`config.mk`:
```
export PLATFORM = sky130hd
export DESIGN_NAME = rr_replay_bus_pack2unpack
export DESIGN_NICKNAME = d
export VERILOG_FILES = /design/src/rtl/cl_fpgarr_types.sv /design/src/rtl/rr_replay_pipe_slice.sv /design/src/rtl/rr_replay_bus_pack2unpack.sv
export SDC_FILE = /design/constraint.sdc
export NUM_CORES = 1
export LEC_CHECK = 0
export ABC_AREA = 1
export ABC_CLOCK_PERIOD_IN_PS = 7140
export BUFFER_PORTS_ARGS = -buffer_cell sky130_fd_sc_hd__buf_2
export CORE_ASPECT_RATIO = 0.8
export CORE_MARGIN = 4
export CORE_UTILIZATION = 50
export DETAILED_ROUTE_END_ITERATION = 7
export PLACE_DENSITY = 0.86
export SETUP_SLACK_MARGIN = 0.1
export SLEW_MARGIN = 20
export SYNTH_ARGS = -nofsm -noshare
export SYNTH_HDL_FRONTEND = slang
export SYNTH_SLANG_ARGS = --single-unit
```
`constraint.sdc`:
```
create_clock -name clk -period 7.14 [get_ports clk]
set_input_delay 1.071 -clock clk [delete_from_list [all_inputs] [get_ports clk]]
set_output_delay 1.071 -clock clk [all_outputs]
set_load 0.02 [all_outputs]
```
`src/rtl/cl_fpgarr_types.sv`:
```
// ============================================================================
// Package     : cl_fpgarr_types
// Description : Shared record/replay channel-width types and the fixed-slot
//               offset helper used by both the logging packer and replay unpacker.
// Revision    : 1.0 - initial release
// ============================================================================
`default_nettype none

package cl_fpgarr_types;

  localparam int RR_CHANNEL_WIDTH_BITS = 8;
  localparam int RR_MAX_CHANNELS       = 32;

  typedef bit [RR_CHANNEL_WIDTH_BITS-1:0] rr_chan_width_t;
  typedef rr_chan_width_t [RR_MAX_CHANNELS-1:0] rr_width_vec_t;

  // Sum of the widths of all channels below idx (the fixed unpacked slot offset).
  function automatic int rr_chan_offset(input rr_width_vec_t widths, input int idx);
    int off = 0;
    for (int j = 0; j < RR_MAX_CHANNELS; j++) begin
      if (j < idx) off += int'(widths[j]);
    end
    return off;
  endfunction

endpackage

`default_nettype wire

```
`src/rtl/rr_replay_pipe_slice.sv`:
```
// ============================================================================
// Module      : rr_replay_pipe_slice
// Description : Generic valid/ready register slice, one beat deep, full throughput.
// Revision    : 1.0 - initial release
// ============================================================================
`default_nettype none

module rr_replay_pipe_slice #(
  parameter int DATA_WIDTH = 8
) (
  input  logic                  clk,
  input  logic                  rst,
  input  logic                  i_valid,
  output logic                  o_ready,
  input  logic [DATA_WIDTH-1:0] i_data,
  output logic                  o_valid,
  input  logic                  i_ready,
  output logic [DATA_WIDTH-1:0] o_data
);

  logic                  r_active;
  logic                  r_full;
  logic [DATA_WIDTH-1:0] r_data;
  logic                  w_load;

  // r_active keeps the slice closed to upstream while reset is held.
  assign o_ready = r_active && (!r_full || i_ready);
  assign w_load  = i_valid && o_ready;

  always_ff @(posedge clk or posedge rst) begin
    if (rst) begin
      r_active <= 1'b0;
      r_full   <= 1'b0;
      r_data   <= '0;
    end else begin
      r_active <= 1'b1;
      if (w_load) begin
        r_full <= 1'b1;
        r_data <= i_data;
      end else if (i_ready) begin
        r_full <= 1'b0;
      end
    end
  end

  assign o_valid = r_full;
  assign o_data  = r_data;

endmodule

`default_nettype wire

```
`src/rtl/rr_replay_bus_pack2unpack.sv`:
```
// ============================================================================
// Module      : rr_replay_bus_pack2unpack
// Description : Scatters densely packed trace payloads back to fixed channel slots.
//               Optional macro RR_UNPACK_LEN_CHECK_EN enables the sticky len_err check.
// Revision    : 1.0 - initial release
// ============================================================================
`default_nettype none

module rr_replay_bus_pack2unpack
  import cl_fpgarr_types::*;
#(
  parameter int LOGB_CHANNEL_CNT = 4,
  parameter int LOGE_CHANNEL_CNT = 2,
  parameter bit [LOGB_CHANNEL_CNT-1:0][RR_CHANNEL_WIDTH_BITS-1:0] CHANNEL_WIDTHS =
    '{8'd12, 8'd4, 8'd16, 8'd8},
  localparam rr_width_vec_t c_WIDTHS_EXT = rr_width_vec_t'(CHANNEL_WIDTHS),
  localparam int FULL_WIDTH   = rr_chan_offset(c_WIDTHS_EXT, LOGB_CHANNEL_CNT),
  localparam int OFFSET_WIDTH = $clog2(FULL_WIDTH + 1)
) (
  input  logic                        clk,
  input  logic                        rst,
  input  logic                        in_valid,
  input  logic [FULL_WIDTH-1:0]       in_data,
  input  logic [OFFSET_WIDTH-1:0]     in_len,
  input  logic [LOGB_CHANNEL_CNT-1:0] in_logb_valid,
  input  logic [LOGE_CHANNEL_CNT-1:0] in_loge_valid,
  output logic                        in_ready,
  output logic                        out_valid,
  output logic [LOGB_CHANNEL_CNT-1:0] out_logb_valid,
  output logic [FULL_WIDTH-1:0]       out_logb_data,
  output logic [LOGE_CHANNEL_CNT-1:0] out_loge_valid,
  input  logic                        out_ready,
  output logic                        len_err
);

  typedef struct packed {
    logic [FULL_WIDTH-1:0]                         data;
    logic [LOGB_CHANNEL_CNT-1:0]                   logb_valid;
    logic [LOGE_CHANNEL_CNT-1:0]                   loge_valid;
    logic [LOGB_CHANNEL_CNT-1:0][OFFSET_WIDTH-1:0] pos;
  } s1_beat_t;

  typedef struct packed {
    logic [FULL_WIDTH-1:0]       data;
    logic [LOGB_CHANNEL_CNT-1:0] logb_valid;
    logic [LOGE_CHANNEL_CNT-1:0] loge_valid;
  } s2_beat_t;

  for (genvar i = 0; i < LOGB_CHANNEL_CNT; i++) begin : g_chk_width
    if (CHANNEL_WIDTHS[i] == '0) begin : g_zero
      $error("rr_replay_bus_pack2unpack: channel %0d has zero width", i);
    end
  end
  if (LOGB_CHANNEL_CNT > RR_MAX_CHANNELS) begin : g_too_many
    $error("rr_replay_bus_pack2unpack: too many logb channels");
  end
  if (FULL_WIDTH != rr_chan_offset(c_WIDTHS_EXT, RR_MAX_CHANNELS)) begin : g_bad_full
    $error("rr_replay_bus_pack2unpack: FULL_WIDTH does not match sum of widths");
  end

  logic [LOGB_CHANNEL_CNT-1:0][OFFSET_WIDTH-1:0] w_pos;
  logic [OFFSET_WIDTH-1:0]                       w_exp_len;
  s1_beat_t                                      w_s1_in;
  s1_beat_t                                      w_s1_out;
  logic                                          w_s1_valid;
  logic                                          w_s2_ready;
  s2_beat_t                                      w_s2_in;
  s2_beat_t                                      w_s2_out;
  wire  [FULL_WIDTH-1:0]                         w_scatter;

  // Packed source offset of each channel: running sum of the present widths below it.
  always_comb begin
    logic [OFFSET_WIDTH-1:0] w_acc;
    w_pos = '0;
    w_acc = '0;
    for (int i = 0; i < LOGB_CHANNEL_CNT; i++) begin
      w_pos[i] = w_acc;
      if (in_logb_valid[i]) w_acc = w_acc + OFFSET_WIDTH'(CHANNEL_WIDTHS[i]);
    end
    w_exp_len = w_acc;
  end

  assign w_s1_in = {in_data, in_logb_valid, in_loge_valid, w_pos};

  rr_replay_pipe_slice #(
    .DATA_WIDTH ($bits(s1_beat_t))
  ) u_s1 (
    .clk     (clk),
    .rst     (rst),
    .i_valid (in_valid),
    .o_ready (in_ready),
    .i_data  (w_s1_in),
    .o_valid (w_s1_valid),
    .i_ready (w_s2_ready),
    .o_data  (w_s1_out)
  );

  for (genvar i = 0; i < LOGB_CHANNEL_CNT; i++) begin : g_scatter
    localparam int c_OFF = rr_chan_offset(c_WIDTHS_EXT, i);
    localparam int c_W   = int'(CHANNEL_WIDTHS[i]);
    assign w_scatter[c_OFF +: c_W] = w_s1_out.logb_valid[i] ?
                                     c_W'(w_s1_out.data >> w_s1_out.pos[i]) : '0;
  end

  assign w_s2_in = {w_scatter, w_s1_out.logb_valid, w_s1_out.loge_valid};

  rr_replay_pipe_slice #(
    .DATA_WIDTH ($bits(s2_beat_t))
  ) u_s2 (
    .clk     (clk),
    .rst     (rst),
    .i_valid (w_s1_valid),
    .o_ready (w_s2_ready),
    .i_data  (w_s2_in),
    .o_valid (out_valid),
    .i_ready (out_ready),
    .o_data  (w_s2_out)
  );

  assign out_logb_data  = w_s2_out.data;
  assign out_logb_valid = w_s2_out.logb_valid;
  assign out_loge_valid = w_s2_out.loge_valid;

`ifdef RR_UNPACK_LEN_CHECK_EN
  logic r_len_err;

  always_ff @(posedge clk or posedge rst) begin
    if (rst) begin
      r_len_err <= 1'b0;
    end else if (in_valid && in_ready && (in_len != w_exp_len)) begin
      r_len_err <= 1'b1;
    end
  end

  assign len_err = r_len_err;
`else
  logic w_unused_len;
  assign w_unused_len = ^{in_len, w_exp_len};
  assign len_err      = 1'b0;
`endif

endmodule

`default_nettype wire

```
==> summary.txt, run 1 <==
Clocking
  • Clk sinks: 95
  • TritonCTS clock tree: done
  • Post-CTS Setup Inserts: 0
  • CTS max path bufs: 2
  • CTS buffer count: 9
  • Clock root buffer: clkbuf_16
  • Hold_buf cts: 0
  • H-tree lvl count: 3
  • Worst-path clk slew: 60 ps
  • Clk_lat worst skew: 350 ps
  • Post-CTS sizing: 0

STA
  • Clock skew: 5.867 ps
  • TNS Setup: 0 ps
  • Worst-Margin Slew: 1018 ps
  • Hold WS: 473.3 ps
  • Final Cycle Share: 0.3792
  • Fin. Hold Viols: 0
  • Max Clk Rate: 0.3693 GHz
  • Min Tclk post-route: 2708 ps
  • Final setup vio count: 0
  • Unrepaired setup endpoints after global routing: no
  • Relative slew slack: 0.3216
  • Slew Viols, Final: 0

Drt
  • Wire per inst: 15.31 µm
  • WL final: 12.40 mm
  • Post-route DRC: 0
  • Vias/cell: 5.311
  • DRT iter0 DRCs: 430
  • Pre-antenna DRT Iters: 5
  • Via Count: 4302
  • ANT nets after route: 0

Worst hold path
  • HP Class: register to register

Finish
  • Register area: 2377 µm²
  • Final layout net count: 747
  • Multi-input logic area: 1954 µm²
  • Synthesis-to-layout area growth: 14.83%
  • Diode count: 0
  • Layout cell share with drive strength beyond 1: 0.1755
  • Core Util, Final: 0.5913
  • # fillers: 876

Setup path
  • Arrival time worst endpoint: 1640 ps
  • Worst EP required: 6070 ps
  • Setup Crit Path Kind: primary input to output pin
  • CP endpoint kind: output pin
  • Worst-path fanout max: 4
  • Setup crit start kind: primary input

Outcome
  • Status: finished, final reports clean

Die
  • Core Footprint: 9076 µm²
  • Core Rows: 31
  • Die ar.: 10970 µm²
  • Starting Density: 0.5149
  • Die W: 116.1 µm
  • Boundary pin count: 105
  • Die Ht: 94.47 µm

Synth
  • Post-synthesis area per instance: 7.513 µm²
  • Netlist cell types: 19
  • Post-Syn Nets: 678
  • EDFF count, synth: 0
  • Ys async rst share: 1.000
  • Cell area after synthesis: 4673 µm²
  • Synth warn: 0
  • Top cell type's share of synthesized area: 0.5087
  • Seq/Total Area, Yosys: 0.5087
  • Post-synth top area cell: dfrtp_1
  • Synth Flop Type: dfrtp_1
  • Area contributors post-synth: dfrtp_1 (51%), nand2_1 (23%), nand3_1 (13%)
  • FF+latch count, synth: 95
  • Mapped Cells: 622

GRT
  • Largest net degree at the start of global routing: 93
  • GRT Util Overall: 0.2335
  • Vias in the first global route: 3984
  • Grt ovf: 0
  • First-pass GRT wire length: 20.06 mm
  • Initial antenna violation count: 0

Placement
  • GP Congestion: 0.9248
  • Dpl hpwl: 8.783 mm
  • Port bufs: 97

Power and ir drop
  • PwrDens: 310.7 nW/µm²
  • Static leakage: 3.013 nW
  • Peak VDD IR: 0.0001984 V

Flow run
  • Max cap viols: 0
[per-stage QoR]
step / instance area [µm²] / power [W] / setup WS [ps] / std cells
floorplan: 4673 / 0.001055 / 3592 / 622
CTS: 5363 / 0.001671 / 4428 / 810
global placement: 5082 / 0.001193 / 4410 / 795
global route: 5366 / 0.001769 / 4365 / 810
finish: 5366 / 0.001667 / 4432 / 810
detailed placement: 5082 / 0.001211 / 4306 / 795
[cells in the final DEF (no fill, tap or decap)]
cell / Yosys / final
buf_6: 5 / 1
inv_2: 2 / 2
clkinv_2: 0 / 3
o21ai_0: 30 / 30
o21a_1: 1 / 1
bufinv_16: 0 / 1
dfrtp_1: 95 / 95
nand3_2: 1 / 1
buf_4: 6 / 3
nor2_1: 1 / 1
a21oi_1: 4 / 4
clkbuf_16: 0 / 9
o21ai_1: 8 / 8
nand2_1: 289 / 289
clkbuf_1: 7 / 2
nand3_1: 120 / 120
nand2_2: 3 / 3
inv_1: 22 / 21
nor2_4: 1 / 1
conb_1: 2 / 2
clkinvlp_4: 0 / 1
buf_2: 24 / 97
[cell families (layout without fill, tap and decap cells)]
kind of cell | after synthesis | count (layout) | share of synthesized area
compound gates | 43 | 43 | 0.04659
simple gates | 415 | 415 | 0.3700
buf+inv | 67 | 140 | 0.07309
other cells | 2 | 2 | 0.001607
flops | 95 | 95 | 0.5087
[cells in the mapped netlist (2+ instances only)]
| cell type | n |
|---|---|
| nand2_1 | 289 |
| nand3_1 | 120 |
| dfrtp_1 | 95 |
| o21ai_0 | 30 |
| buf_2 | 24 |
| inv_1 | 22 |
| o21ai_1 | 8 |
| clkbuf_1 | 7 |
| buf_4 | 6 |
| buf_6 | 5 |
| a21oi_1 | 4 |
| nand2_2 | 3 |
| conb_1 | 2 |
| inv_2 | 2 |
[power by group]
part / internal (W) / switching, W / total (W)
Combinational: 0.000154 / 0.000315 / 0.000468
Sequential: 0.000642 / 0.0000936 / 0.000736
Clock: 0.000268 / 0.000195 / 0.000463
Total: 0.00106 / 0.000603 / 0.00167
[layer usage]
layer | up-vias | routed length, µm | part of all wire | track usage
li1 | 2128 | - | - | -
met1 | 1995 | 5833 | 0.47 | 0.3436
met2 | 162 | 5351 | 0.43 | 0.3415
met3 | 17 | 1026 | 0.083 | 0.05894
met4 | 0 | 191 | 0.015 | 0.06763
met5 | - | 0 | 0 | 0
[final timing paths]
check / cells after the start / slack [ps] / start / endpoint
setup / recovery: 5 / 4430 / out_ready / in_ready
hold / removal: 2 / 470 / u_s2.o_data[2]$_DFFE_PP0P_ / u_s2.o_data[2]$_DFFE_PP0P_
setup reg to reg: 7 / 4560 / u_s1.o_data[28]$_DFFE_PP0P_ / u_s2.o_data[36]$_DFFE_PP0P_
hold reg to reg: 2 / 470 / u_s2.o_data[2]$_DFFE_PP0P_ / u_s2.o_data[2]$_DFFE_PP0P_
max in group asynchronous: 3 / 5600 / rst / u_s2.o_data[26]$_DFFE_PP0P_
min in group asynchronous: 2 / 570 / rst / u_s1.o_valid$_DFFE_PP0P_
[critical path: stages]
cell	delay (ps)
buf_2	100
inv_1	50
nand2_2	70
o21a_1	180
buf_2	160
[registers in the layout, indices dropped and copies added (netlist names)]
| name | cells |
|---|---|
| u_s1.o_data | 46 |
| u_s2.o_data | 46 |
| u_s1.o_valid | 1 |
| u_s2.o_valid | 1 |
| u_s2.r_active | 1 |
[layout make-up]
type                       count  share of cell area
clock inverter                 4            0.008860
sequential                    95              0.4430
clock buffer                  11             0.04337
timing repair buffer         101             0.09676
multi-input combinational    460              0.3642
tap                          115             0.02681
inverter                      24             0.01702
Power figures use the tool's default switching activity.
==> run 2, diff against run 1 <==
--- a/config.mk
+++ b/config.mk
@@ -6,13 +6,13 @@
 export NUM_CORES = 1
 export LEC_CHECK = 0
 export ABC_AREA = 1
-export ABC_CLOCK_PERIOD_IN_PS = 7140
+export ABC_CLOCK_PERIOD_IN_PS = 2200
 export BUFFER_PORTS_ARGS = -buffer_cell sky130_fd_sc_hd__buf_2
 export CORE_ASPECT_RATIO = 0.8
 export CORE_MARGIN = 4
-export CORE_UTILIZATION = 50
+export CORE_UTILIZATION = 49
 export DETAILED_ROUTE_END_ITERATION = 7
-export PLACE_DENSITY = 0.86
+export PLACE_DENSITY = 0.87
 export SETUP_SLACK_MARGIN = 0.1
 export SLEW_MARGIN = 20
 export SYNTH_ARGS = -nofsm -noshare
==> constraint.sdc (replaced) <==
create_clock -name clk -period 2.2 [get_ports clk]
set_input_delay 0.33 -clock clk [delete_from_list [all_inputs] [get_ports clk]]
set_output_delay 0.33 -clock clk [all_outputs]
set_load 0.02 [all_outputs]
==> summary.txt, run 2 (synthesized netlist as in run 1, its figures left out) <==
Drt
  • Vias/cell: 5.357 (+0.86%)
  • ANT nets after route: 0 (unchanged)
  • Wire per inst: 15.42 µm (+0.70%)
  • Via Count: 4382 (+1.9%)
  • Pre-antenna DRT Iters: 7 (+2)
  • DRT iter0 DRCs: 491 (+14%)
  • Post-route DRC: 0 (unchanged)
  • WL final: 12.61 mm (+1.7%)

Finish
  • Multi-input logic area: 1954 µm² (unchanged)
  • Register area: 2377 µm² (unchanged)
  • Core Util, Final: 0.5940 (+0.002724)
  • Synthesis-to-layout area growth: 16.84%
  • Final layout net count: 754 (+0.94%)
  • Layout cell share with drive strength beyond 1: 0.1863 (+0.01080)
  • Commonest non-fill, non-tap cells in the layout: nand2_1 (289), nand3_1 (120), buf_2 (97)
  • # fillers: 861 (-1.7%)
  • Diode count: 0 (unchanged)
  • Commonest non-fill, non-tap cell in the layout: nand2_1

GRT
  • Largest net degree at the start of global routing: 96 (+3.2%)
  • Grt ovf: 0 (unchanged)
  • Initial antenna violation count: 0 (unchanged)
  • Vias in the first global route: 4319 (+8.4%)
  • First-pass GRT wire length: 20.81 mm (+3.7%)
  • GRT Util Overall: 0.2397 (+0.006197)

Die
  • Die W: 117.2 µm (+0.94%)
  • Die ar.: 11170 µm² (+1.9%)
  • Core Rows: 31 (unchanged)
  • Core Footprint: 9193 µm² (+1.3%)
  • Starting Density: 0.5084 (-0.006518)
  • Boundary pin count: 105 (unchanged)
  • Die Ht: 95.35 µm (+0.93%)

Clocking
  • Clk_lat worst skew: 340 ps (about the same)
  • CTS buffer count: 9 (unchanged)
  • TritonCTS clock tree: done
  • Clk sinks: 95 (unchanged)
  • Hold_buf cts: 0 (unchanged)
  • Post-CTS sizing: 0 (unchanged)
  • Post-CTS Setup Inserts: 0 (unchanged)
  • Worst-path clk slew: 60 ps (about the same)
  • CTS max path bufs: 2 (unchanged)
  • H-tree lvl count: 3 (unchanged)
  • Clock root buffer: clkbuf_16

Placement
  • Dpl hpwl: 8.996 mm (+2.4%)
  • GP Congestion: 0.9097 (-1.6%)
  • Port bufs: 97 (unchanged)

STA
  • Min Tclk post-route: 1830 ps
  • Fin. Hold Viols: 0 (unchanged)
  • Slew Viols, Final: 0 (unchanged)
  • Unrepaired setup endpoints after global routing: no
  • TNS Setup: 0 ps (unchanged)
  • Final Cycle Share: 0.8316
  • Max Clk Rate: 0.5466 GHz
  • Worst-Margin Slew: 638.2 ps (-379.4 ps)
  • Final setup vio count: 0 (unchanged)
  • Hold WS: 137.0 ps (-336.3 ps)
  • Clock skew: 7.631 ps (+1.765 ps)
  • Relative slew slack: 0.5739 (+0.2523)

Setup path
  • Reg2reg setup slack: 510 ps (-4050 ps)
  • Arrival time worst endpoint: 1500 ps (-140 ps)
  • Delay-heaviest family, CP: buffers and inverters
  • Setup Crit Path Kind: register to output pin
  • Slowest stage cell on the critical path: dfrtp_1
  • Worst EP required: 1870 ps (-4200 ps)
  • CP endpoint kind: output pin
  • CP Cell Sequence: nand2_2 > o21a_1 > buf_4 > buf_2
  • Worst-path fanout max: 28 (+24)
  • Largest stage delay, worst path: 400 ps (+220 ps)
  • Buf/Inv on CP: 2 (-1)
  • Setup crit start kind: register

Outcome
  • Status: finished, final reports clean

Power and ir drop
  • Peak VDD IR: 0.0004174 V (+110%)
  • PwrDens: 1014 nW/µm² (+230%)
  • Static leakage: 3.056 nW (+1.4%)

Flow run
  • Max cap viols: 0 (unchanged)

Worst hold path
  • HP Class: primary input to asynchronous set/reset pin
[run 2: report_power, final]
part / switching [W] / internal [W] / leakage [nW]
clock network: 0.000644 / 0.000945 / 0.145
registers: 0.000274 / 0.00208 / 1.22
logic: 0.00107 / 0.000518 / 1.69
total: 0.00199 / 0.00355 / 3.06
[run 2: final timing paths]
path | startpoint | endpoint | cells after the start
setup / recovery | u_s2.o_valid$_DFFE_PP0P_ | in_ready | 4
hold / removal | rst | u_s2.o_data[2]$_DFFE_PP0P_ | 3
setup reg to reg | u_s1.o_data[28]$_DFFE_PP0P_ | u_s2.o_data[44]$_DFFE_PP0P_ | 8
hold reg to reg | u_s1.o_data[24]$_DFFE_PP0P_ | u_s2.o_data[0]$_DFFE_PP0P_ | 2
max in group asynchronous | rst | u_s1.o_data[62]$_DFFE_PP0P_ | 3
min in group clk | in_data[18] | u_s1.o_data[48]$_DFFE_PP0P_ | 3
[run 2: layout make-up]
cell class,count,share of cell area
inverters,24,0.01719
clock inverters,4,0.009853
repair buffers,108,0.1063
clock buffers,12,0.04698
well taps,115,0.02635
multi-input cells,460,0.3579
flip-flops and latches,95,0.4354
[run 2: per-stage QoR]
step / instances / power, W / area, µm² / setup WS, ps
5_1_grt: 818 / 0.005880 / 5460 / 268.8
3_5_place_dp: 802 / 0.003953 / 5150 / 577.2
6_report: 818 / 0.005535 / 5460 / 370.4
4_1_cts: 818 / 0.005545 / 5460 / 360.9
3_3_place_gp: 802 / 0.003889 / 5150 / 660.0
2_1_floorplan: 622 / 0.003423 / 4677 / 750.3
[run 2: per-layer routing]
layer / vias to the layer above / global-route usage / wire [µm]
met5: - / 0 / 0
met2: 189 / 0.3663 / 5478
met3: 22 / 0.05330 / 1037
met4: 0 / 0.07163 / 266
met1: 2032 / 0.3420 / 5830
li1: 2139 / - / -
[run 2: worst min-delay path: stages]
cell        delay (ps)
buf_2              110
clkinvlp_4          70
buf_12             400
